==> config.mk <==
export PLATFORM = sky130hd
export DESIGN_NAME = fetch_pc_unit_flat
export DESIGN_NICKNAME = d
export VERILOG_FILES = /design/src/rtl/fetch_pc_unit_if.sv /design/src/rtl/fetch_pc_unit.sv /design/src/flat_wrapper.sv
export SDC_FILE = /design/constraint.sdc
export NUM_CORES = 1
export LEC_CHECK = 0
export CORE_MARGIN = 3
export CORE_UTILIZATION = 28
export CTS_BUF_LIST = sky130_fd_sc_hd__clkbuf_16
export DETAILED_ROUTE_END_ITERATION = 7
export PLACE_DENSITY_LB_ADDON = 0.15
export SLEW_MARGIN = 40
export SYNTH_ARGS = -nofsm -noshare
export SYNTH_HDL_FRONTEND = slang
export SYNTH_SLANG_ARGS = --single-unit
==> constraint.sdc <==
create_clock -name clk -period 2.3 [get_ports clk]
set_input_delay 0.46 -clock clk [delete_from_list [all_inputs] [get_ports clk]]
set_output_delay 0.46 -clock clk [all_outputs]
set_load 0.03 [all_outputs]
==> src/rtl/fetch_pc_unit_if.sv <==
// Fetch-stage bus: hazard-unit stalls, predictor and decode-resolution inputs,
// plus the fetch/decode PCs and statistics driven back out by the fetch unit.
interface fetch_pc_unit_if #(
  parameter int unsigned CNT_W = 16
) ();

  logic             Stall_F;
  logic             Stall_D;
  logic             Branch_D;
  logic             Branch_Predictor_sel;
  logic [31:0]      Branch_predictor_target;
  logic             Misprediction_for_taken;
  logic             Misprediction_for_not_taken;
  logic [31:0]      PCBranch_result_D;

  logic [31:0]      PC_F;
  logic [31:0]      PCPlus4_F;
  logic [31:0]      PC_D;
  logic             Predicted_taken_D;
  logic             Valid_D;
  logic             Redirect;
  logic [CNT_W-1:0] Branch_cnt;
  logic [CNT_W-1:0] Mispredict_cnt;
  logic             Err;

  // Fetch unit side.
  modport master (
    input  Stall_F,
    input  Stall_D,
    input  Branch_D,
    input  Branch_Predictor_sel,
    input  Branch_predictor_target,
    input  Misprediction_for_taken,
    input  Misprediction_for_not_taken,
    input  PCBranch_result_D,
    output PC_F,
    output PCPlus4_F,
    output PC_D,
    output Predicted_taken_D,
    output Valid_D,
    output Redirect,
    output Branch_cnt,
    output Mispredict_cnt,
    output Err
  );

  // Surrounding pipeline: hazard unit, predictor and decode stage.
  modport slave (
    output Stall_F,
    output Stall_D,
    output Branch_D,
    output Branch_Predictor_sel,
    output Branch_predictor_target,
    output Misprediction_for_taken,
    output Misprediction_for_not_taken,
    output PCBranch_result_D,
    input  PC_F,
    input  PCPlus4_F,
    input  PC_D,
    input  Predicted_taken_D,
    input  Valid_D,
    input  Redirect,
    input  Branch_cnt,
    input  Mispredict_cnt,
    input  Err
  );

endinterface

==> src/rtl/fetch_pc_unit.sv <==
// Fetch-stage next-PC selection, IF/ID PC register, misprediction recovery and
// saturating branch/misprediction statistics.
module fetch_pc_unit #(
  parameter logic [31:0] RESET_PC = 32'h0000_0000,
  parameter int unsigned CNT_W    = 16
) (
  input  logic            clk,
  input  logic            rst,
  fetch_pc_unit_if.master bus
);

  localparam logic [CNT_W-1:0] CntOne = CNT_W'(1);

  typedef enum logic [1:0] {
    StBoot,
    StRun,
    StRecover
  } state_e;

  state_e           state_q, state_d;
  logic [31:0]      pc_f_q, pc_f_d;
  logic [31:0]      pc_d_q, pc_d_d;
  logic             ptd_q, ptd_d;
  logic             valid_q, valid_d;
  logic [CNT_W-1:0] branch_cnt_q, branch_cnt_d;
  logic [CNT_W-1:0] mispred_cnt_q, mispred_cnt_d;
  logic             err_q, err_d;

  logic        qual;
  logic        mt;
  logic        mn;
  logic        redirect;
  logic        hold;
  logic        branch_inc;
  logic [31:0] pc_f_plus4;
  logic [31:0] pc_d_plus4;
  logic [31:0] pc_next;

  // Decode-stage events only count when decode holds a live, advancing instruction.
  assign qual       = valid_q & ~bus.Stall_D;
  assign mt         = bus.Misprediction_for_taken & qual;
  assign mn         = bus.Misprediction_for_not_taken & qual;
  assign redirect   = mt | mn;
  assign hold       = (bus.Stall_F | bus.Stall_D) & ~redirect;
  assign branch_inc = bus.Branch_D & qual;

  assign pc_f_plus4 = pc_f_q + 32'd4;
  assign pc_d_plus4 = pc_d_q + 32'd4;

  always_comb begin
    pc_next = pc_f_plus4;
    if (mt) begin
      pc_next = bus.PCBranch_result_D;
    end else if (mn) begin
      pc_next = pc_d_plus4;
    end else if (bus.Branch_Predictor_sel) begin
      pc_next = bus.Branch_predictor_target;
    end
  end

  always_comb begin
    pc_f_d        = pc_f_q;
    pc_d_d        = pc_d_q;
    ptd_d         = ptd_q;
    valid_d       = valid_q;
    branch_cnt_d  = branch_cnt_q;
    mispred_cnt_d = mispred_cnt_q;
    err_d         = err_q | (mt & mn);

    if (!hold) begin
      pc_f_d  = pc_next;
      pc_d_d  = pc_f_q;
      // A redirect squashes whatever was fetched on the wrong path.
      ptd_d   = bus.Branch_Predictor_sel & ~redirect;
      valid_d = ~redirect & (state_q != StBoot);
    end

    if (branch_inc && (branch_cnt_q != '1)) begin
      branch_cnt_d = branch_cnt_q + CntOne;
    end
    if (redirect && (mispred_cnt_q != '1)) begin
      mispred_cnt_d = mispred_cnt_q + CntOne;
    end
  end

  always_comb begin
    state_d = state_q;
    unique case (state_q)
      StBoot:    if (!hold) state_d = StRun;
      StRun:     if (redirect) state_d = StRecover;
      StRecover: if (!hold) state_d = StRun;
      default:   state_d = StBoot;
    endcase
  end

  always_ff @(posedge clk) begin
    if (rst) begin
      state_q       <= StBoot;
      pc_f_q        <= RESET_PC;
      pc_d_q        <= 32'h0000_0000;
      ptd_q         <= 1'b0;
      valid_q       <= 1'b0;
      branch_cnt_q  <= '0;
      mispred_cnt_q <= '0;
      err_q         <= 1'b0;
    end else begin
      state_q       <= state_d;
      pc_f_q        <= pc_f_d;
      pc_d_q        <= pc_d_d;
      ptd_q         <= ptd_d;
      valid_q       <= valid_d;
      branch_cnt_q  <= branch_cnt_d;
      mispred_cnt_q <= mispred_cnt_d;
      err_q         <= err_d;
    end
  end

  assign bus.PC_F              = pc_f_q;
  assign bus.PCPlus4_F         = pc_f_plus4;
  assign bus.PC_D              = pc_d_q;
  assign bus.Predicted_taken_D = ptd_q;
  assign bus.Valid_D           = valid_q;
  assign bus.Redirect          = redirect;
  assign bus.Branch_cnt        = branch_cnt_q;
  assign bus.Mispredict_cnt    = mispred_cnt_q;
  assign bus.Err               = err_q;

endmodule

==> src/flat_wrapper.sv <==
// flat-port wrapper written by rule: the top's interface ports become plain ports
module fetch_pc_unit_flat 
#(
  parameter logic [31:0] RESET_PC = 32'h0000_0000,
  parameter int unsigned CNT_W    = 16
)
  (clk, rst, bus_Stall_F, bus_Stall_D, bus_Branch_D, bus_Branch_Predictor_sel, bus_Branch_predictor_target, bus_Misprediction_for_taken, bus_Misprediction_for_not_taken, bus_PCBranch_result_D, bus_PC_F, bus_PCPlus4_F, bus_PC_D, bus_Predicted_taken_D, bus_Valid_D, bus_Redirect, bus_Branch_cnt, bus_Mispredict_cnt, bus_Err);
  fetch_pc_unit_if #(.CNT_W(CNT_W)) bus_i ();
  input  logic clk;
  input  logic rst;
  input wire logic [$bits(bus_i.Stall_F)-1:0] bus_Stall_F;
  input wire logic [$bits(bus_i.Stall_D)-1:0] bus_Stall_D;
  input wire logic [$bits(bus_i.Branch_D)-1:0] bus_Branch_D;
  input wire logic [$bits(bus_i.Branch_Predictor_sel)-1:0] bus_Branch_Predictor_sel;
  input wire logic [$bits(bus_i.Branch_predictor_target)-1:0] bus_Branch_predictor_target;
  input wire logic [$bits(bus_i.Misprediction_for_taken)-1:0] bus_Misprediction_for_taken;
  input wire logic [$bits(bus_i.Misprediction_for_not_taken)-1:0] bus_Misprediction_for_not_taken;
  input wire logic [$bits(bus_i.PCBranch_result_D)-1:0] bus_PCBranch_result_D;
  output wire logic [$bits(bus_i.PC_F)-1:0] bus_PC_F;
  output wire logic [$bits(bus_i.PCPlus4_F)-1:0] bus_PCPlus4_F;
  output wire logic [$bits(bus_i.PC_D)-1:0] bus_PC_D;
  output wire logic [$bits(bus_i.Predicted_taken_D)-1:0] bus_Predicted_taken_D;
  output wire logic [$bits(bus_i.Valid_D)-1:0] bus_Valid_D;
  output wire logic [$bits(bus_i.Redirect)-1:0] bus_Redirect;
  output wire logic [$bits(bus_i.Branch_cnt)-1:0] bus_Branch_cnt;
  output wire logic [$bits(bus_i.Mispredict_cnt)-1:0] bus_Mispredict_cnt;
  output wire logic [$bits(bus_i.Err)-1:0] bus_Err;
  assign bus_i.Stall_F = bus_Stall_F;
  assign bus_i.Stall_D = bus_Stall_D;
  assign bus_i.Branch_D = bus_Branch_D;
  assign bus_i.Branch_Predictor_sel = bus_Branch_Predictor_sel;
  assign bus_i.Branch_predictor_target = bus_Branch_predictor_target;
  assign bus_i.Misprediction_for_taken = bus_Misprediction_for_taken;
  assign bus_i.Misprediction_for_not_taken = bus_Misprediction_for_not_taken;
  assign bus_i.PCBranch_result_D = bus_PCBranch_result_D;
  assign bus_PC_F = bus_i.PC_F;
  assign bus_PCPlus4_F = bus_i.PCPlus4_F;
  assign bus_PC_D = bus_i.PC_D;
  assign bus_Predicted_taken_D = bus_i.Predicted_taken_D;
  assign bus_Valid_D = bus_i.Valid_D;
  assign bus_Redirect = bus_i.Redirect;
  assign bus_Branch_cnt = bus_i.Branch_cnt;
  assign bus_Mispredict_cnt = bus_i.Mispredict_cnt;
  assign bus_Err = bus_i.Err;
  fetch_pc_unit #(.RESET_PC(RESET_PC), .CNT_W(CNT_W)) u_core (.clk(clk), .rst(rst), .bus(bus_i));
endmodule
==> results of run 1 <==
-- kinds of logic (layout without fill, tap and decap cells) --
family	after synthesis	count (layout)
AOI/OAI and AO/OA	160	160
xor gates and xnor gates	82	82
adders and majority gates	4	4
buffers and inverters	55	358
DFF	101	101
muxes	11	11
and+or+nand+nor	340	340
-- report_power, final --
part | internal, W | total [W] | switching (W)
clock network | 0.000850 | 0.00159 | 0.000738
registers | 0.00181 | 0.00186 | 0.0000529
logic | 0.000556 | 0.00117 | 0.000617
total | 0.00322 | 0.00463 | 0.00141
-- worst register-to-register path: stages (launching register included) --
cell	delay (ps)
dfxtp_1	400
and4_1	370
nand3_2	300
nor4_1	390
xnor2_1	180
a221o_1	310
a21oi_1	120
-- metrics by stage --
stage | setup slack, ps | std cells | setup TNS, ps | power [W]
after floorplan | -70.1 | 753 | -70.1 | 0.00243
after global placement | -65.4 | 1296 | -218 | 0.00302
after detailed placement | -110 | 1296 | -812 | 0.00303
after CTS | -191 | 1319 | -1890 | 0.00465
after global routing | -263 | 1326 | -3470 | 0.00482
final | -216 | 1326 | -1760 | 0.00463
-- cell usage after synthesis, types with 2 or more instances --
cell type and instances:
a221oi_1 5, a211oi_1 10, a21oi_1 57, o221ai_1 9, ha_1 4, nor4_1 6
and2_1 4, o21ai_0 28, nand3b_1 4, a31oi_1 6, inv_1 9, mux2_2 4
and4_1 12, nand3_1 33, or3_1 3, o211ai_1 6, clkbuf_1 23, buf_4 2
a21o_1 2, nand2_1 124, o31a_1 2, and3b_1 2, mux2i_1 6, o32ai_1 2
o21bai_1 6, a311oi_1 3, xnor2_1 40, dfxtp_1 101, a22oi_1 6, and3_1 14
buf_2 11, nor3_1 27, buf_6 5, xor2_1 41, nor2_1 80, nand4_1 20
o22ai_1 7
-- layer usage --
metal  track usage, %  share of wire [%]  vias to the layer above
met5                0                  0                        -
met1             28.3                 44                     3104
met3             5.66                8.6                       22
li1                 -                  -                     3282
met4             5.54                1.6                        0
met2             34.1                 46                      266
-- registers in the layout, indices dropped and copies added (netlist names) --
| name | flops |
|---|---|
| u_core.bus.Branch_cnt | 16 |
| u_core.bus.Err | 1 |
| u_core.bus.Mispredict_cnt | 16 |
| u_core.bus.PC_D | 32 |
| u_core.bus.PC_F | 32 |
| u_core.bus.Predicted_taken_D | 1 |
| u_core.bus.Valid_D | 1 |
| u_core.state_q | 2 |
-- how the worst min path moves through the flow --
stage                             from             endpoint  slack [ps]  cells past startpoint
floorplan            u_core.state_q[1]   u_core.bus.Valid_D         510                      2
global placement        u_core.bus.Err       u_core.bus.Err         460                      2
detailed placement  u_core.bus.PC_D[1]   u_core.bus.PC_D[1]         470                      2
CTS                 u_core.bus.PC_D[1]   u_core.bus.PC_D[1]         480                      2
global route                       rst  u_core.bus.PC_D[13]         500                      2
finish              u_core.bus.PC_D[1]   u_core.bus.PC_D[1]         470                      2
-- area by class of cell --
| class | count | area (µm²) | area share, % |
|---|---|---|---|
| multi-input cells | 597 | 3940 | 39.9 |
| flip-flops and latches | 101 | 2050 | 20.7 |
| inverters | 11 | 41.3 | 0.418 |
| well taps | 270 | 338 | 3.42 |
| clock inverters | 7 | 72.6 | 0.735 |
| repair buffers | 331 | 3210 | 32.5 |
| clock buffers | 9 | 225 | 2.28 |
-- repair_timing --
action / CTS / global route
resized for setup: 53 / 27
setup endpoints to repair: 23 / 24
hold buffers: 0 / 0
buffers inserted: 8 / 8
pin swaps: 18 / 13
==> results.json, run 1 <==
{
  "max_freq_mhz": 397,
  "cp.depth": 6,
  "crit_buf_inv": 2,
  "die_h_um": 150,
  "dpl.hpwl_um": 18400,
  "critical-path-max-stage-delay_ps": 530,
  "drt-vias-per-instance": 5.03,
  "drc_errors": 0,
  "synth_cells": 753,
  "place_congestion": 0.841,
  "end_kind": "primary output",
  "syn_area_mm2": 0.00584,
  "reg2reg_to": "u_core.bus.PC_F[23]",
  "fin_ws_ps": -216,
  "violations": "negative setup slack",
  "num_antenna_cells": 0,
  "final_cell_mix": "173 x clkdlybuf4s50_1, 120 x nand2_1, 119 x buf_4, 83 x dfxtp_1, 77 x nor2_1",
  "rr_startpoint": "u_core.bus.PC_D[8]",
  "cp.arrival_ps": 2060,
  "finalCriticalPeriod_ps": 2520,
  "antenna_found_initial": 0,
  "ir_worst_vdd_mv": 0.416,
  "synth_top_flop_cell": "dfxtp_1",
  "r2r_cells": 6,
  "synth_top_family_by_area": "simple AND/OR/NAND/NOR gates",
  "wl_um": 24300,
  "finalHoldViolCount": 0,
  "clockBufferDepth": 2,
  "start_kind": "flip-flop",
  "synth-compound-area-share_pct": 17.4,
  "grtUsageTotal_pct": 21.2,
  "die_area_mm2": 0.0226,
  "final_core_utilization_pct": 48.5,
  "die_w_um": 150,
  "yosys.area_share.simple_pct": 27.8,
  "firstDrtPassIters": 5,
  "placementRows": 52,
  "synth_fp_nets": 829,
  "post_drt_wl_per_cell_um": 18.3,
  "worstPathCellList": "buf_6 > and3_4 > nand3_4 > or4_4 > xnor2_4 > buf_12",
  "worstSkewPairLatency_ps": 360,
  "async_reset_ff_share_pct": 0,
  "port_buffers": 203,
  "yosys.area.top_type": "dfxtp_1",
  "avgSynthCellArea_um2": 7.75,
  "ys_types": 66,
  "maxCapViolCount": 0,
  "coreArea_mm2": 0.0204,
  "ys_seq_area_share_pct": 34.6,
  "crit_path_end": "bus_PCPlus4_F[31]",
  "grt_pass1_wl_um": 37200,
  "synthXorXnorAreaFrac_pct": 12.4,
  "pwr_density_cell_mw_per_mm2": 468,
  "period_share_pct": 109,
  "cpLargestDelayFamily": "simple AND/OR/NAND/NOR gates",
  "synth-seq-cells": 101,
  "synth_edf_count": 0,
  "yosys-top-cells-area": "dfxtp_1 35%, nand2_1 8.0%, xor2_1 6.1%",
  "yosysTopAreaCellShare_pct": 34.6,
  "drtAntennaViolNets": 0,
  "p_leak_nw": 3.81,
  "drt_iter0_drc": 522,
  "htreeDepth": 3,
  "finalNetCount": 1127,
  "slew_violations": 0,
  "pin_count": 204,
  "layout_commonest_cell": "clkdlybuf4s50_1",
  "rsz0062_at_grt": "true",
  "hold_class": "reg -> reg",
  "place_area_mm2": 0.00910,
  "relSlewSlack_pct": 56.8,
  "fill_cells": 2021,
  "path_class": "reg -> out",
  "crit_fanout": 4,
  "synthToLayoutAreaGrowth_pct": 69.1,
  "critical_path.slowest_cell": "or4_4",
  "setup_violations": 16,
  "worst_clock_skew_ps": 8.43,
  "grt_pass1_vias": 6558,
  "final_layout_size_suffix_gt1_share_pct": 24.0,
  "ff2ff_setup_slack_ps": 160,
  "cts_root_buf": "clkbuf_16",
  "grt.overflow.total": 0,
  "cts_buffers": 9,
  "grt_max_degree": 39,
  "fin_area_mm2": 0.00988,
  "cts_tree": "built",
  "status": "complete, but fails checks",
  "vias": 6674,
  "worstMarginPinSlew_ps": 644,
  "fin_hold_ws_ps": 474,
  "synth_fa_ha_area_share_pct": 0.857,
  "initial_core_util_pct": 28.7,
  "clk_pin_slew_ps": 80,
  "yosys_warnings": 0,
  "crit_required_ps": 1840,
  "cts_sinks": 101,
  "critPathLaunch": "u_core.bus.PC_F[3]",
  "synthMuxAreaShare_pct": 2.06
}
Note: power is estimated with default switching activity, not from simulation.
==> inputs of run 2 (changes only) <==
PLACE_DENSITY = 0.58   (was default)
PLACE_DENSITY_LB_ADDON = default   (was 0.15)
==> results.json, run 2 (synthesis gave the netlist of run 1 again) <==
{
  "cts_sinks": 101,
  "ff2ff_setup_slack_ps": 70,
  "cts_buffers": 9,
  "cts-hold-fix-buffers": 0,
  "critical-path-max-stage-delay_ps": 540,
  "final_cell_mix": "173 x clkdlybuf4s50_1, 123 x buf_4, 121 x nand2_1, 84 x dfxtp_1, 76 x nor2_1",
  "layout.area.seq_mm2": 0.00205,
  "num_antenna_cells": 0,
  "reg2reg_to": "u_core.bus.PC_F[21]",
  "drtAntennaViolNets": 0,
  "final_layout_size_suffix_gt1_share_pct": 24.8,
  "crit_buf_inv": 2,
  "dpl.hpwl_um": 18600,
  "worstMarginPinSlew_ps": 441,
  "fill_cells": 1961,
  "grt.overflow.total": 0,
  "final_core_utilization_pct": 49.1,
  "p_leak_nw": 3.82,
  "pwr_density_cell_mw_per_mm2": 456,
  "htreeDepth": 3,
  "setup_violations": 18,
  "cpLargestDelayFamily": "simple AND/OR/NAND/NOR gates",
  "multi_input_area_mm2": 0.00402,
  "die_area_mm2": 0.0226,
  "worst_clock_skew_ps": 13.6,
  "clk_pin_slew_ps": 70,
  "coreArea_mm2": 0.0204,
  "post_drt_wl_per_cell_um": 18.7,
  "slew_violations": 0,
  "grt_max_degree": 49,
  "place_ws_ps": -9.56,
  "fin_ws_ps": -241,
  "violations": "negative setup slack",
  "crit_fanout": 4,
  "hp-start": "u_core.bus.PC_D[0]",
  "grtUsageTotal_pct": 21.4,
  "place_congestion": 0.899,
  "r2r_cells": 10,
  "maxCapViolCount": 0,
  "path_class": "reg -> out",
  "relSlewSlack_pct": 70.5,
  "worstPathCellList": "ha_4 > and2_4 > buf_4 > nand2_4 > or4_4 > xnor2_4 > buf_6",
  "critPathLaunch": "u_core.bus.PC_F[3]",
  "max_freq_mhz": 393,
  "cts_root_buf": "clkbuf_16",
  "vias": 6849,
  "die_w_um": 150,
  "layout_commonest_cell": "clkdlybuf4s50_1",
  "finalNetCount": 1135,
  "end_kind": "primary output",
  "antenna_found_initial": 0,
  "finalHoldViolCount": 0,
  "grt_pass1_wl_um": 37600,
  "rsz0062_at_grt": "true",
  "synthToLayoutAreaGrowth_pct": 71.2,
  "initial_core_util_pct": 28.7,
  "placementRows": 52,
  "hold_class": "reg -> reg",
  "status": "complete, but fails checks",
  "drt_iter0_drc": 423,
  "die_h_um": 150,
  "rr_startpoint": "u_core.bus.PC_F[5]",
  "critical_path.slowest_cell": "or4_4",
  "drt-vias-per-instance": 5.13,
  "period_share_pct": 110,
  "grt_pass1_vias": 6600,
  "cp.depth": 7,
  "finalCriticalPeriod_ps": 2540,
  "crit_required_ps": 1840,
  "cts_tree": "built",
  "drc_errors": 0,
  "firstDrtPassIters": 5,
  "cp.arrival_ps": 2080,
  "crit_path_end": "bus_PCPlus4_F[20]",
  "clockBufferDepth": 2,
  "wl_um": 25000,
  "dp.cells": 1289,
  "worstSkewPairLatency_ps": 360,
  "fin_cells": 1334,
  "ir_worst_vdd_mv": 0.354,
  "fin_hold_ws_ps": 476,
  "pin_count": 204,
  "port_buffers": 203,
  "start_kind": "flip-flop"
}
[run 2: what timing repair did]
item                       4_1_cts  5_1_grt
gates cloned                     0        0
setup endpoints to repair       25       28
gates resized for setup         58       39
pin swaps                       16       30
hold endpoints to repair         0        0
setup buffers                   14       20
[run 2: worst min-delay path by stage]
| stage | endpoint | cells past startpoint |
|---|---|---|
| floorplan | u_core.bus.Valid_D | 2 |
| global placement | u_core.bus.Err | 2 |
| detailed placement | u_core.bus.Err | 2 |
| CTS | u_core.bus.PC_D[0] | 2 |
| global route | u_core.bus.PC_D[24] | 2 |
| finish | u_core.bus.PC_D[0] | 2 |
[run 2: area by class of cell]
cell class	instances	area share, %
multi-input combinational	597	40.3
timing repair buffer	339	32.7
sequential	101	20.5
tap	270	3.38
clock buffer	9	2.25
clock inverter	7	0.526
inverter	11	0.413
[run 2: where the power goes]
| group | total (W) | switching (W) | internal, W |
|---|---|---|---|
| sequential | 0.00187 | 0.0000566 | 0.00181 |
| clock | 0.00148 | 0.000740 | 0.000739 |
| combinational | 0.00121 | 0.000631 | 0.000578 |
| total | 0.00456 | 0.00143 | 0.00313 |
[run 2: worst min-delay path, cell delays in order, from the launching register on]
cell and delay [ps]:
dfxtp_1 320, nand2_1 50, a21oi_1 50
[run 2: per-layer routing]
layer	routed length, µm	track usage, %	vias to the layer above
li1	-	-	3299
met1	10500	28.1	3238
met2	11500	34.4	282
met3	2480	5.30	30
met4	485	7.04	0
met5	0	0	-
[run 2: metrics by stage]
step                instance area, µm²  setup TNS [ps]  power [W]
global route                     10000           -4100    0.00475
global placement                  9050           -39.9    0.00302
finish                           10000           -2420    0.00456
detailed placement                9050           -9.56    0.00303
CTS                               9700           -1950    0.00456
floorplan                         5960           -70.1    0.00243
==> inputs of run 3 (changes only) <==
clock period = 2.5 ns   (was 2.3 ns; I/O delays follow)
==> results.json, run 3 (synthesis gave the netlist of run 1 again) <==
{
  "status": "complete, but fails checks",
  "violations": "negative setup slack",
  "end_kind": "primary output",
  "drt-vias-per-instance": 5.19,
  "p_sw_w": 0.00129,
  "maxCapViolCount": 0,
  "dp.cells": 1262,
  "die_h_um": 150,
  "ir_worst_vdd_mv": 0.342,
  "relSlewSlack_pct": 65.5,
  "p_leak_nw": 3.50,
  "die_area_mm2": 0.0226,
  "finalCriticalPeriod_ps": 2560,
  "pin_count": 204,
  "final_layout_size_suffix_gt1_share_pct": 18.4,
  "layout_commonest_cell": "clkdlybuf4s50_1",
  "clk_pin_slew_ps": 70,
  "rsz0062_at_grt": "true",
  "final_cell_mix": "174 x clkdlybuf4s50_1, 122 x nand2_1, 100 x buf_4, 93 x dfxtp_1, 78 x nor2_1",
  "firstDrtPassIters": 6,
  "pwr-share-clk_pct": 33.2,
  "wl_um": 24100,
  "grt_pass1_wl_um": 36700,
  "synthToLayoutAreaGrowth_pct": 60.3,
  "place_congestion": 0.895,
  "antenna_found_initial": 0,
  "finalNetCount": 1095,
  "coreArea_mm2": 0.0204,
  "grt.overflow.total": 0,
  "vias": 6718,
  "crit_buf_inv": 2,
  "htreeDepth": 3,
  "pwr_density_cell_mw_per_mm2": 438,
  "slew_violations": 0,
  "drc_errors": 0,
  "post_drt_wl_per_cell_um": 18.6,
  "finalHoldViolCount": 0,
  "fin_ws_ps": -64.0,
  "fin_hold_ws_ps": 480,
  "critical-path-max-stage-delay_ps": 460,
  "path_class": "reg -> out",
  "initial_core_util_pct": 28.7,
  "max_freq_mhz": 390,
  "cts_tree": "built",
  "cpLargestDelayFamily": "simple AND/OR/NAND/NOR gates",
  "grt_pass1_vias": 6408,
  "cts_sinks": 101,
  "cp_common_cell": "buf_12",
  "crit_fanout": 7,
  "hold_class": "reg -> reg",
  "worstPathCellList": "and4_4 > nand4_4 > buf_12 > or4_4 > xnor2_4 > buf_12",
  "fin_cells": 1295,
  "worst_clock_skew_ps": 10.8,
  "cts_buffers": 9,
  "setup_violations": 4,
  "swShare_pct": 31.3,
  "port_buffers": 203,
  "period_share_pct": 103,
  "worstMarginPinSlew_ps": 515,
  "seqPwrFrac_pct": 41.9,
  "cp.arrival_ps": 2060,
  "start_kind": "flip-flop",
  "combPwrFrac_pct": 25.0,
  "drtAntennaViolNets": 0,
  "drt_iter0_drc": 405,
  "die_w_um": 150,
  "grtUsageTotal_pct": 20.9,
  "dpl.hpwl_um": 18000,
  "p_int_w": 0.00282,
  "placementRows": 52,
  "clockBufferDepth": 2,
  "worstSkewPairLatency_ps": 360,
  "crit_required_ps": 2000,
  "cts_root_buf": "clkbuf_16",
  "grt_max_degree": 26,
  "critical_path.slowest_cell": "or4_4"
}
-- run 3: cell type report --
| type | count | area [µm²] |
|---|---|---|
| fill | 1987 | 11000 |
| sequential | 101 | 2040 |
| clock buffer | 9 | 225 |
| clock inverter | 7 | 48.8 |
| tap | 270 | 338 |
| timing repair buffer | 299 | 2930 |
| antenna | 1 | 2.50 |
| inverter | 11 | 41.3 |
| multi-input combinational | 597 | 3740 |
-- run 3: worst register-to-register path, stage by stage (launching register included) --
cell	delay, ps
dfxtp_1	420
ha_1	280
and3_1	300
nand4_1	150
buf_4	200
nor3_1	220
xor2_1	100
a222oi_1	340
a21oi_1	110
-- run 3: final timing paths --
kind / slack, ps / endpoint / cells past startpoint / startpoint
max reg2reg: 270 / u_core.bus.PC_F[26] / 8 / u_core.bus.PC_D[2]
min: 480 / u_core.bus.PC_D[0] / 2 / u_core.bus.PC_D[0]
max: -60 / bus_PCPlus4_F[31] / 6 / u_core.bus.PC_F[8]
min reg2reg: 480 / u_core.bus.PC_D[0] / 2 / u_core.bus.PC_D[0]
-- run 3: stage by stage --
stage	TNS [ps]	worst slack, ps	instance area, µm²	power (W)	util (%)
2_1_floorplan	0	13.3	5870	0.00223	-
3_3_place_gp	0	103	8760	0.00275	43.0
3_5_place_dp	0	59.4	8760	0.00275	43.0
4_1_cts	-91.3	-66.6	9240	0.00412	45.4
5_1_grt	-753	-120	9360	0.00427	46.0
6_report	-133	-64.0	9360	0.00411	46.0
-- run 3: repair_timing --
item / 4_1_cts / 5_1_grt
endpoints found under the setup margin: 19 / 16
gates resized for setup: 35 / 14
hold buffers: 0 / 0
buffers inserted: 9 / 7
pin swaps: 12 / 14
-- run 3: per-layer routing --
metal | GRT usage (%) | vias up | share of wire [%]
met3 | 5.63 | 25 | 10
met1 | 28.0 | 3174 | 43
met5 | 0 | - | 0
li1 | - | 3212 | -
met2 | 33.5 | 307 | 45
met4 | 4.71 | 0 | 1.5
-- run 3: power groups by stage --
stage | Clock, W | Combinational (W) | Sequential (W)
2_1_floorplan | 0 | 0.000355 | 0.00187
3_3_place_gp | 0 | 0.000996 | 0.00175
3_5_place_dp | 0 | 0.000997 | 0.00175
4_1_cts | 0.00139 | 0.00101 | 0.00172
5_1_grt | 0.00145 | 0.00109 | 0.00173
6_report | 0.00136 | 0.00103 | 0.00172
